==> config.mk <==
export PLATFORM = sky130hd
export DESIGN_NAME = arith_unit
export DESIGN_NICKNAME = d
export VERILOG_FILES = /design/src/rtl/au_pkg.sv /design/src/rtl/au_divider.sv /design/src/rtl/arith_unit.sv
export SDC_FILE = /design/constraint.sdc
export NUM_CORES = 1
export LEC_CHECK = 0
export ABC_CLOCK_PERIOD_IN_PS = 7800
export CORE_MARGIN = 3
export CORE_UTILIZATION = 65
export DETAILED_ROUTE_END_ITERATION = 7
export DONT_BUFFER_PORTS = 1
export PLACE_DENSITY_LB_ADDON = 0.08
export SETUP_SLACK_MARGIN = 0.4
export SLEW_MARGIN = 0
export SYNTH_ARGS = -nofsm -noshare
export SYNTH_HDL_FRONTEND = slang
export SYNTH_SLANG_ARGS = --single-unit
==> constraint.sdc <==
create_clock -name clk -period 7.8 [get_ports clk]
set_clock_uncertainty 0.2 [all_clocks]
set_input_delay 1.17 -clock clk [delete_from_list [all_inputs] [get_ports clk]]
set_output_delay 1.17 -clock clk [all_outputs]
set_load 0.005 [all_outputs]
==> src/rtl/au_pkg.sv <==
// au_pkg: shared constants and types for the arithmetic unit.
//   DATA_WIDTH / MODE_WIDTH : operand and mode widths
//   OPC_*                   : opcodes shared with the instruction-set header
//   AU_*                    : unit mode encodings (opcode with immediate bit cleared)
//   div_state_e             : divider state (IDLE, RUN)
package au_pkg;

    localparam int unsigned DATA_WIDTH   = 16;
    localparam int unsigned MODE_WIDTH   = 4;
    localparam int unsigned OPCODE_WIDTH = MODE_WIDTH;

    // Opcodes; bit0 is the immediate flag.
    localparam logic [OPCODE_WIDTH-1:0] OPC_ADD   = 4'b1000;
    localparam logic [OPCODE_WIDTH-1:0] OPC_ADDI  = 4'b1001;
    localparam logic [OPCODE_WIDTH-1:0] OPC_SUB   = 4'b1010;
    localparam logic [OPCODE_WIDTH-1:0] OPC_SUBI  = 4'b1011;
    localparam logic [OPCODE_WIDTH-1:0] OPC_MULT  = 4'b1100;
    localparam logic [OPCODE_WIDTH-1:0] OPC_MULTI = 4'b1101;
    localparam logic [OPCODE_WIDTH-1:0] OPC_DIV   = 4'b1110;
    localparam logic [OPCODE_WIDTH-1:0] OPC_DIVI  = 4'b1111;

    localparam logic [MODE_WIDTH-1:0] AU_ADD  = OPC_ADD;
    localparam logic [MODE_WIDTH-1:0] AU_SUB  = OPC_SUB;
    localparam logic [MODE_WIDTH-1:0] AU_MULT = OPC_MULT;
    localparam logic [MODE_WIDTH-1:0] AU_DIV  = OPC_DIV;

    typedef enum logic {
        IDLE,
        RUN
    } div_state_e;

endpackage

==> src/rtl/au_divider.sv <==
// au_divider: iterative restoring unsigned divider, one quotient bit per cycle.
//   clk, rst     : clock, asynchronous active-high reset (aborts a division)
//   start_i      : load dividend_i / divisor_i and begin (only honoured when idle)
//   dividend_i   : dividend
//   divisor_i    : divisor
//   busy_o       : division in progress
//   done_o       : the final iteration happens on the coming edge
//   quotient_o   : quotient valid while done_o is high
// A zero divisor yields an all-ones quotient naturally (every trial subtraction fits).
module au_divider
    import au_pkg::*;
(
    input  logic                  clk,
    input  logic                  rst,
    input  logic                  start_i,
    input  logic [DATA_WIDTH-1:0] dividend_i,
    input  logic [DATA_WIDTH-1:0] divisor_i,
    output logic                  busy_o,
    output logic                  done_o,
    output logic [DATA_WIDTH-1:0] quotient_o
);

    localparam int unsigned CntW = $clog2(DATA_WIDTH);
    localparam logic [CntW-1:0] CntLast = CntW'(DATA_WIDTH - 1);

    div_state_e            state_q, state_d;
    logic [CntW-1:0]       cnt_q, cnt_d;
    logic [DATA_WIDTH-1:0] rem_q, rem_d;
    logic [DATA_WIDTH-1:0] quo_q, quo_d;
    logic [DATA_WIDTH-1:0] dvs_q, dvs_d;

    logic [DATA_WIDTH:0]   shifted;
    logic [DATA_WIDTH:0]   trial;
    logic                  fits;
    logic [DATA_WIDTH-1:0] rem_step;
    logic [DATA_WIDTH-1:0] quo_step;
    logic                  unused_trial_msb;

    // Shift the next dividend bit into the partial remainder and try the subtraction.
    assign shifted  = {rem_q, quo_q[DATA_WIDTH-1]};
    assign trial    = shifted - {1'b0, dvs_q};
    assign fits     = (shifted >= {1'b0, dvs_q});
    // When the trial fails the shifted remainder is below the divisor, so its MSB is 0.
    assign rem_step = fits ? trial[DATA_WIDTH-1:0] : shifted[DATA_WIDTH-1:0];
    assign quo_step = {quo_q[DATA_WIDTH-2:0], fits};
    assign unused_trial_msb = trial[DATA_WIDTH];

    always_comb begin
        state_d    = state_q;
        cnt_d      = cnt_q;
        rem_d      = rem_q;
        quo_d      = quo_q;
        dvs_d      = dvs_q;
        done_o     = 1'b0;
        quotient_o = quo_step;
        unique case (state_q)
            IDLE: begin
                if (start_i) begin
                    rem_d   = '0;
                    quo_d   = dividend_i;
                    dvs_d   = divisor_i;
                    cnt_d   = '0;
                    state_d = RUN;
                end
            end
            RUN: begin
                rem_d = rem_step;
                quo_d = quo_step;
                cnt_d = cnt_q + 1'b1;
                if (cnt_q == CntLast) begin
                    done_o  = 1'b1;
                    state_d = IDLE;
                end
            end
            default: state_d = IDLE;
        endcase
    end

    always_ff @(posedge clk or posedge rst) begin
        if (rst) begin
            state_q <= IDLE;
            cnt_q   <= '0;
            rem_q   <= '0;
            quo_q   <= '0;
            dvs_q   <= '0;
        end else begin
            state_q <= state_d;
            cnt_q   <= cnt_d;
            rem_q   <= rem_d;
            quo_q   <= quo_d;
            dvs_q   <= dvs_d;
        end
    end

    assign busy_o = (state_q == RUN);

endmodule

==> src/rtl/arith_unit.sv <==
// arith_unit: clocked ADD/SUB/MULT/DIV unit of the co-processor execution datapath.
//   clk, rst   : clock, asynchronous active-high reset
//   op_en      : issue request, accepted when the unit is not busy
//   mode       : operation select (bit0 = immediate flag, ignored)
//   in1, in2   : unsigned operands, latched at acceptance
//   out        : registered result, held until the next completion
//   busy       : divide in progress, op_en ignored
//   done       : one-cycle pulse, out valid
//   zf, cf, vf : result flags, present only when AU_FLAGS_EN is defined
// ADD/SUB/MULT complete one edge after acceptance; DIV completes 17 edges after.
module arith_unit
    import au_pkg::*;
(
    input  logic                  clk,
    input  logic                  rst,
    input  logic                  op_en,
    input  logic [MODE_WIDTH-1:0] mode,
    input  logic [DATA_WIDTH-1:0] in1,
    input  logic [DATA_WIDTH-1:0] in2,
    output logic [DATA_WIDTH-1:0] out,
    output logic                  busy,
    output logic                  done
`ifdef AU_FLAGS_EN
    ,
    output logic                  zf,
    output logic                  cf,
    output logic                  vf
`endif
);

    localparam int unsigned Msb = DATA_WIDTH - 1;

    logic                  valid_q;
    logic [MODE_WIDTH-1:0] mode_q, mode_d;
    logic [DATA_WIDTH-1:0] a_q, a_d;
    logic [DATA_WIDTH-1:0] b_q, b_d;
    logic [DATA_WIDTH-1:0] out_q, out_d;
    logic                  done_q, done_d;

    logic                  accept;
    logic                  div_pending;
    logic                  div_busy;
    logic                  div_done;
    logic [DATA_WIDTH-1:0] div_quo;

    logic [DATA_WIDTH:0]     sum_ext;
    logic [DATA_WIDTH:0]     dif_ext;
    logic [2*DATA_WIDTH-1:0] prod_full;
    logic                    unused_mode_lsb;

    assign unused_mode_lsb = mode[0];

    // A latched DIV waits one cycle before the divider raises busy; block issue then too.
    assign div_pending = valid_q && (mode_q == AU_DIV);
    assign accept      = op_en && !div_busy && !div_pending;

    assign mode_d = accept ? {mode[MODE_WIDTH-1:1], 1'b0} : mode_q;
    assign a_d    = accept ? in1 : a_q;
    assign b_d    = accept ? in2 : b_q;

    assign sum_ext   = {1'b0, a_q} + {1'b0, b_q};
    assign dif_ext   = {1'b0, a_q} - {1'b0, b_q};
    assign prod_full = {{DATA_WIDTH{1'b0}}, a_q} * {{DATA_WIDTH{1'b0}}, b_q};

`ifdef AU_FLAGS_EN
    logic zf_q, zf_d;
    logic cf_q, cf_d;
    logic vf_q, vf_d;
`else
    logic unused_high;
    assign unused_high = ^{sum_ext[DATA_WIDTH], dif_ext[DATA_WIDTH],
                           prod_full[2*DATA_WIDTH-1:DATA_WIDTH]};
`endif

    au_divider u_divider (
        .clk        (clk),
        .rst        (rst),
        .start_i    (div_pending),
        .dividend_i (a_q),
        .divisor_i  (b_q),
        .busy_o     (div_busy),
        .done_o     (div_done),
        .quotient_o (div_quo)
    );

    always_comb begin
        out_d  = out_q;
        done_d = 1'b0;
`ifdef AU_FLAGS_EN
        zf_d = zf_q;
        cf_d = cf_q;
        vf_d = vf_q;
`endif
        if (div_done) begin
            out_d  = div_quo;
            done_d = 1'b1;
`ifdef AU_FLAGS_EN
            zf_d = (div_quo == '0);
            cf_d = (b_q == '0);
            vf_d = 1'b0;
`endif
        end else if (valid_q && !div_pending) begin
            // Non-arithmetic modes complete without touching out or flags.
            done_d = 1'b1;
            case (mode_q)
                AU_ADD: begin
                    out_d = sum_ext[Msb:0];
`ifdef AU_FLAGS_EN
                    zf_d = (sum_ext[Msb:0] == '0);
                    cf_d = sum_ext[DATA_WIDTH];
                    vf_d = (a_q[Msb] == b_q[Msb]) && (sum_ext[Msb] != a_q[Msb]);
`endif
                end
                AU_SUB: begin
                    out_d = dif_ext[Msb:0];
`ifdef AU_FLAGS_EN
                    zf_d = (dif_ext[Msb:0] == '0);
                    cf_d = dif_ext[DATA_WIDTH];
                    vf_d = (a_q[Msb] != b_q[Msb]) && (dif_ext[Msb] != a_q[Msb]);
`endif
                end
                AU_MULT: begin
                    out_d = prod_full[Msb:0];
`ifdef AU_FLAGS_EN
                    zf_d = (prod_full[Msb:0] == '0);
                    cf_d = (prod_full[2*DATA_WIDTH-1:DATA_WIDTH] != '0);
                    vf_d = 1'b0;
`endif
                end
                default: ;
            endcase
        end
    end

    always_ff @(posedge clk or posedge rst) begin
        if (rst) begin
            valid_q <= 1'b0;
            mode_q  <= '0;
            a_q     <= '0;
            b_q     <= '0;
            out_q   <= '0;
            done_q  <= 1'b0;
        end else begin
            valid_q <= accept;
            mode_q  <= mode_d;
            a_q     <= a_d;
            b_q     <= b_d;
            out_q   <= out_d;
            done_q  <= done_d;
        end
    end

`ifdef AU_FLAGS_EN
    always_ff @(posedge clk or posedge rst) begin
        if (rst) begin
            zf_q <= 1'b0;
            cf_q <= 1'b0;
            vf_q <= 1'b0;
        end else begin
            zf_q <= zf_d;
            cf_q <= cf_d;
            vf_q <= vf_d;
        end
    end

    assign zf = zf_q;
    assign cf = cf_q;
    assign vf = vf_q;
`endif

    assign out  = out_q;
    assign done = done_q;
    assign busy = div_busy;

endmodule

==> results.json <==
{
  "hold_buffers": 0,
  "drtIter0Drc": 580,
  "max_slew_margin_pct": 31.90,
  "netlist-cell-type-count": 61,
  "ioPinCount": 57,
  "grt_overflow_total": 0,
  "antenna_found_initial": 0,
  "total_negative_setup_slacks_ns": 0,
  "route.detailed.wl_per_inst_um": 18.77,
  "cts.htree.levels": 3,
  "io_buffers": 0,
  "fmax_mhz": 158.2,
  "drv_slew": 0,
  "groute.usage.overall_pct": 29.88,
  "cts_sinks": 106,
  "holdCritPathClass": "reg -> reg",
  "drt_pre_antenna_iters": 5,
  "worst_setup_path_end_kind": "flop",
  "critical-path-slowest-cell": "sky130_fd_sc_hd__dfrtp_1",
  "synth.cell_area_um2": 10320,
  "timing.critical_path.cells": "and2_1, fa_1, inv_1, fa_1, fa_1, fa_1, inv_1, fa_1, inv_1, fa_1, inv_1, ha_1, and3_1, a21oi_1, o21ai_0, o41ai_1, xnor2_1, mux2i_1, a221o_1",
  "synth-edff-count": 0,
  "path_buf_inv": 4,
  "maxCapViolations": 0,
  "post_synth_inst_count": 1153,
  "data_required_time_at_the_worst_endpoint_ns": 7.84,
  "worstSetupPathType": "reg -> reg",
  "pin_count_of_the_biggest_net_entering_global_routing": 70,
  "whs_path_depth": 2,
  "cts_resized": 0,
  "design.core.area_um2": 15370,
  "clock_latency_ns": 0.36,
  "r2r-end": "out[14]",
  "min_to": "out[1]",
  "critical_path_cell_count": 19,
  "floorplan.initialDensity_pct": 67.17,
  "period_needed_ns": 6.321,
  "nNetsFinal": 1321,
  "synth_seq_cells": 106,
  "tightest_slew_ns": 1.021,
  "design.die.area_um2": 17430,
  "gp_congestion": 0.9040,
  "worstReg2RegStart": "a_q[6]",
  "remaining_drc_errors": 0,
  "clockBufferDepth": 2,
  "post_route_cells_drive_above_1_share_pct": 7.219,
  "routed-via-count": 7996,
  "flow.area_growth_from_synthesis_pct": 4.193,
  "synthesis.area_per_instance_um2": 8.955,
  "cts_setup_buffers": 0,
  "cpLargestDelayFamily": "adder cells",
  "cp-start-kind": "flop",
  "ff2ff_setup_slack_ns": 1.48,
  "die_wd_um": 132.0,
  "synth_sequential_area_ratio_pct": 25.69,
  "tritoncts.num_buffers": 9,
  "launch_instance_of_the_worst_min_delay_path": "u_divider.quo_q[0]",
  "yosys_most_used_dff": "sky130_fd_sc_hd__dfrtp_1",
  "timing.critical_path.slowest_cell_delay_ns": 0.68,
  "yosys.area.top_type_share_pct": 25.69,
  "synthTopCellsByArea": "sky130_fd_sc_hd__dfrtp_1 26%, sky130_fd_sc_hd__fa_1 16%, sky130_fd_sc_hd__ha_1 10%",
  "estimated_wirelength_of_the_detail_placed_design_um": 17880,
  "synthesis.nets": 1357,
  "grt_first_pass_wirelength_um": 41320,
  "yosysWarnings": 0,
  "cts.root.buffer_cell": "sky130_fd_sc_hd__clkbuf_16",
  "rsz0062_at_grt": "false",
  "num_rows": 45,
  "critPathArrivalTime_ns": 6.37,
  "antennaDiodeCount": 0,
  "finalHoldViolations": 0,
  "first_global_vias": 8069,
  "final_min_period_over_clock_period_pct": 81.04,
  "most_common_cell_on_crit_path": "sky130_fd_sc_hd__fa_1",
  "ant_nets": 0,
  "synthDominantAreaCellType": "sky130_fd_sc_hd__dfrtp_1",
  "vias_per_cell": 5.998,
  "finalSetupViolCount": 0,
  "critical_path_peak_fanout": 13,
  "r2r.worst_path.cells": 19,
  "die_height_um": 132.0,
  "timing.critical_path.from": "a_q[6]",
  "tritoncts_clock_tree": "yes",
  "outcome": "complete, no violations",
  "async_reset_ff_share_pct": 100.0,
  "totalWireLength_um": 25030,
  "clk_transition_reported_paths_ns": 0.08
}
-- synth_stat cells, types with 4 or more instances --
library cell               number
sky130_fd_sc_hd__a211oi_1       7
sky130_fd_sc_hd__a21o_1         6
sky130_fd_sc_hd__a21oi_1       38
sky130_fd_sc_hd__a22o_1         5
sky130_fd_sc_hd__a31oi_1        7
sky130_fd_sc_hd__and2_1        71
sky130_fd_sc_hd__and3_1         6
sky130_fd_sc_hd__buf_2         12
sky130_fd_sc_hd__clkbuf_1      43
sky130_fd_sc_hd__dfrtp_1      106
sky130_fd_sc_hd__fa_1          82
sky130_fd_sc_hd__ha_1          83
sky130_fd_sc_hd__inv_1        139
sky130_fd_sc_hd__mux2_2        35
sky130_fd_sc_hd__mux2i_1       21
sky130_fd_sc_hd__nand2_1      174
sky130_fd_sc_hd__nand2b_1       7
sky130_fd_sc_hd__nand3_1       23
sky130_fd_sc_hd__nand4_1        8
sky130_fd_sc_hd__nor2_1        38
sky130_fd_sc_hd__nor3_1        12
sky130_fd_sc_hd__o211ai_1      14
sky130_fd_sc_hd__o21a_1         9
sky130_fd_sc_hd__o21ai_0       74
sky130_fd_sc_hd__o21bai_1       5
sky130_fd_sc_hd__o41ai_1        4
sky130_fd_sc_hd__or3_1          5
sky130_fd_sc_hd__xnor2_1       49
sky130_fd_sc_hd__xor2_1        22
-- state kept, by name, summed over array words and instances (netlist names) --
name	cells
u_divider.dvs_q	16
u_divider.quo_q	16
u_divider.cnt_q	4
u_divider.rem_q	16
out	16
mode_q	3
b_q	16
valid_q	1
a_q	16
u_divider.busy_o	1
done	1
-- stage by stage --
stage                     util [%]  setup WS, ns  hold slack [ns]  std cells  cell area (µm²)
final                        69.99         1.479           0.3142       1333            10760
after global routing         69.99         1.118           0.3382       1333            10760
after CTS                    69.99         1.505           0.3151       1333            10760
after detailed placement     67.91         1.523           0.2966       1317            10440
after global placement       67.91         1.560           0.2885       1317            10440
after floorplan                  -         1.904           0.2604       1153            10320
-- placed cells by master, fill, tap and decap left out, drive strengths merged, types with 2 or more instances in the layout --
master	instances
or2	2
a211oi	7
dfrtp	106
a31o	3
o41ai	4
o21a	9
and3	6
mux2	37
o21ai	78
mux2i	21
a21o	6
ha	83
nor2	38
clkbuf	11
nor2b	3
nand3	23
a21boi	2
nor3	12
nand2b	7
a22o	5
o21bai	5
inv	142
xnor2	49
a31oi	8
buf	13
fa	82
nand4	8
nand3b	3
a21oi	38
nor4	3
o211ai	14
or3	5
o31ai	4
o22ai	3
nand2	174
and2	71
xor2	22
-- cell type report --
type                    count  area [µm²]
inverters                 139       524.3
fillers                  1266        4613
flip-flops and latches    106        2654
multi-input cells         848        6899
clock buffers              11       252.7
repair buffers             13       97.59
well taps                 211       264.0
clock inverters             5       66.31
-- worst reg2reg max path, stage by stage, from the launching register on --
cell and delay [ns]:
sky130_fd_sc_hd__dfrtp_1 0.68, sky130_fd_sc_hd__and2_1 0.34, sky130_fd_sc_hd__fa_1 0.50, sky130_fd_sc_hd__inv_1 0.06, sky130_fd_sc_hd__fa_1 0.56, sky130_fd_sc_hd__fa_1 0.43
sky130_fd_sc_hd__fa_1 0.49, sky130_fd_sc_hd__inv_1 0.06, sky130_fd_sc_hd__fa_1 0.52, sky130_fd_sc_hd__inv_1 0.06, sky130_fd_sc_hd__fa_1 0.53, sky130_fd_sc_hd__inv_1 0.04
sky130_fd_sc_hd__ha_1 0.36, sky130_fd_sc_hd__and3_1 0.20, sky130_fd_sc_hd__a21oi_1 0.10, sky130_fd_sc_hd__o21ai_0 0.14, sky130_fd_sc_hd__o41ai_1 0.32, sky130_fd_sc_hd__xnor2_1 0.18
sky130_fd_sc_hd__mux2i_1 0.11, sky130_fd_sc_hd__a221o_1 0.33
-- cells by family after synthesis --
family | after synthesis | synth area share (%)
and+or+nand+nor | 360 | 16.49
buffers and inverters | 199 | 7.489
AOI/OAI and AO/OA | 193 | 11.99
adders and majority gates | 165 | 25.96
DFF | 106 | 25.69
xor gates and xnor gates | 72 | 6.241
muxes | 58 | 6.144
-- how the worst max path moves through the flow --
stage | endpoint | slack (ns)
final | out[14] | 1.48
after global routing | out[14] | 1.12
after CTS | out[15] | 1.50
after detailed placement | out[14] | 1.52
after global placement | out[15] | 1.56
after floorplan | out[14] | 1.90
-- metal layers --
| layer | vias to the layer above | wire (µm) | share of wire [%] | GRT usage [%] |
|---|---|---|---|---|
| met5 | - | 0 | 0 | 0 |
| met4 | 0 | 1071 | 4.3 | 12.84 |
| met3 | 72 | 1687 | 6.7 | 5.763 |
| met2 | 294 | 11900 | 48 | 48.86 |
| met1 | 3920 | 10370 | 41 | 39.04 |
| li1 | 3710 | - | - | - |
Power is left out: the tool's default activity adds up to more than one toggle a clock period on the data nets, which glitch-free logic cannot reach.
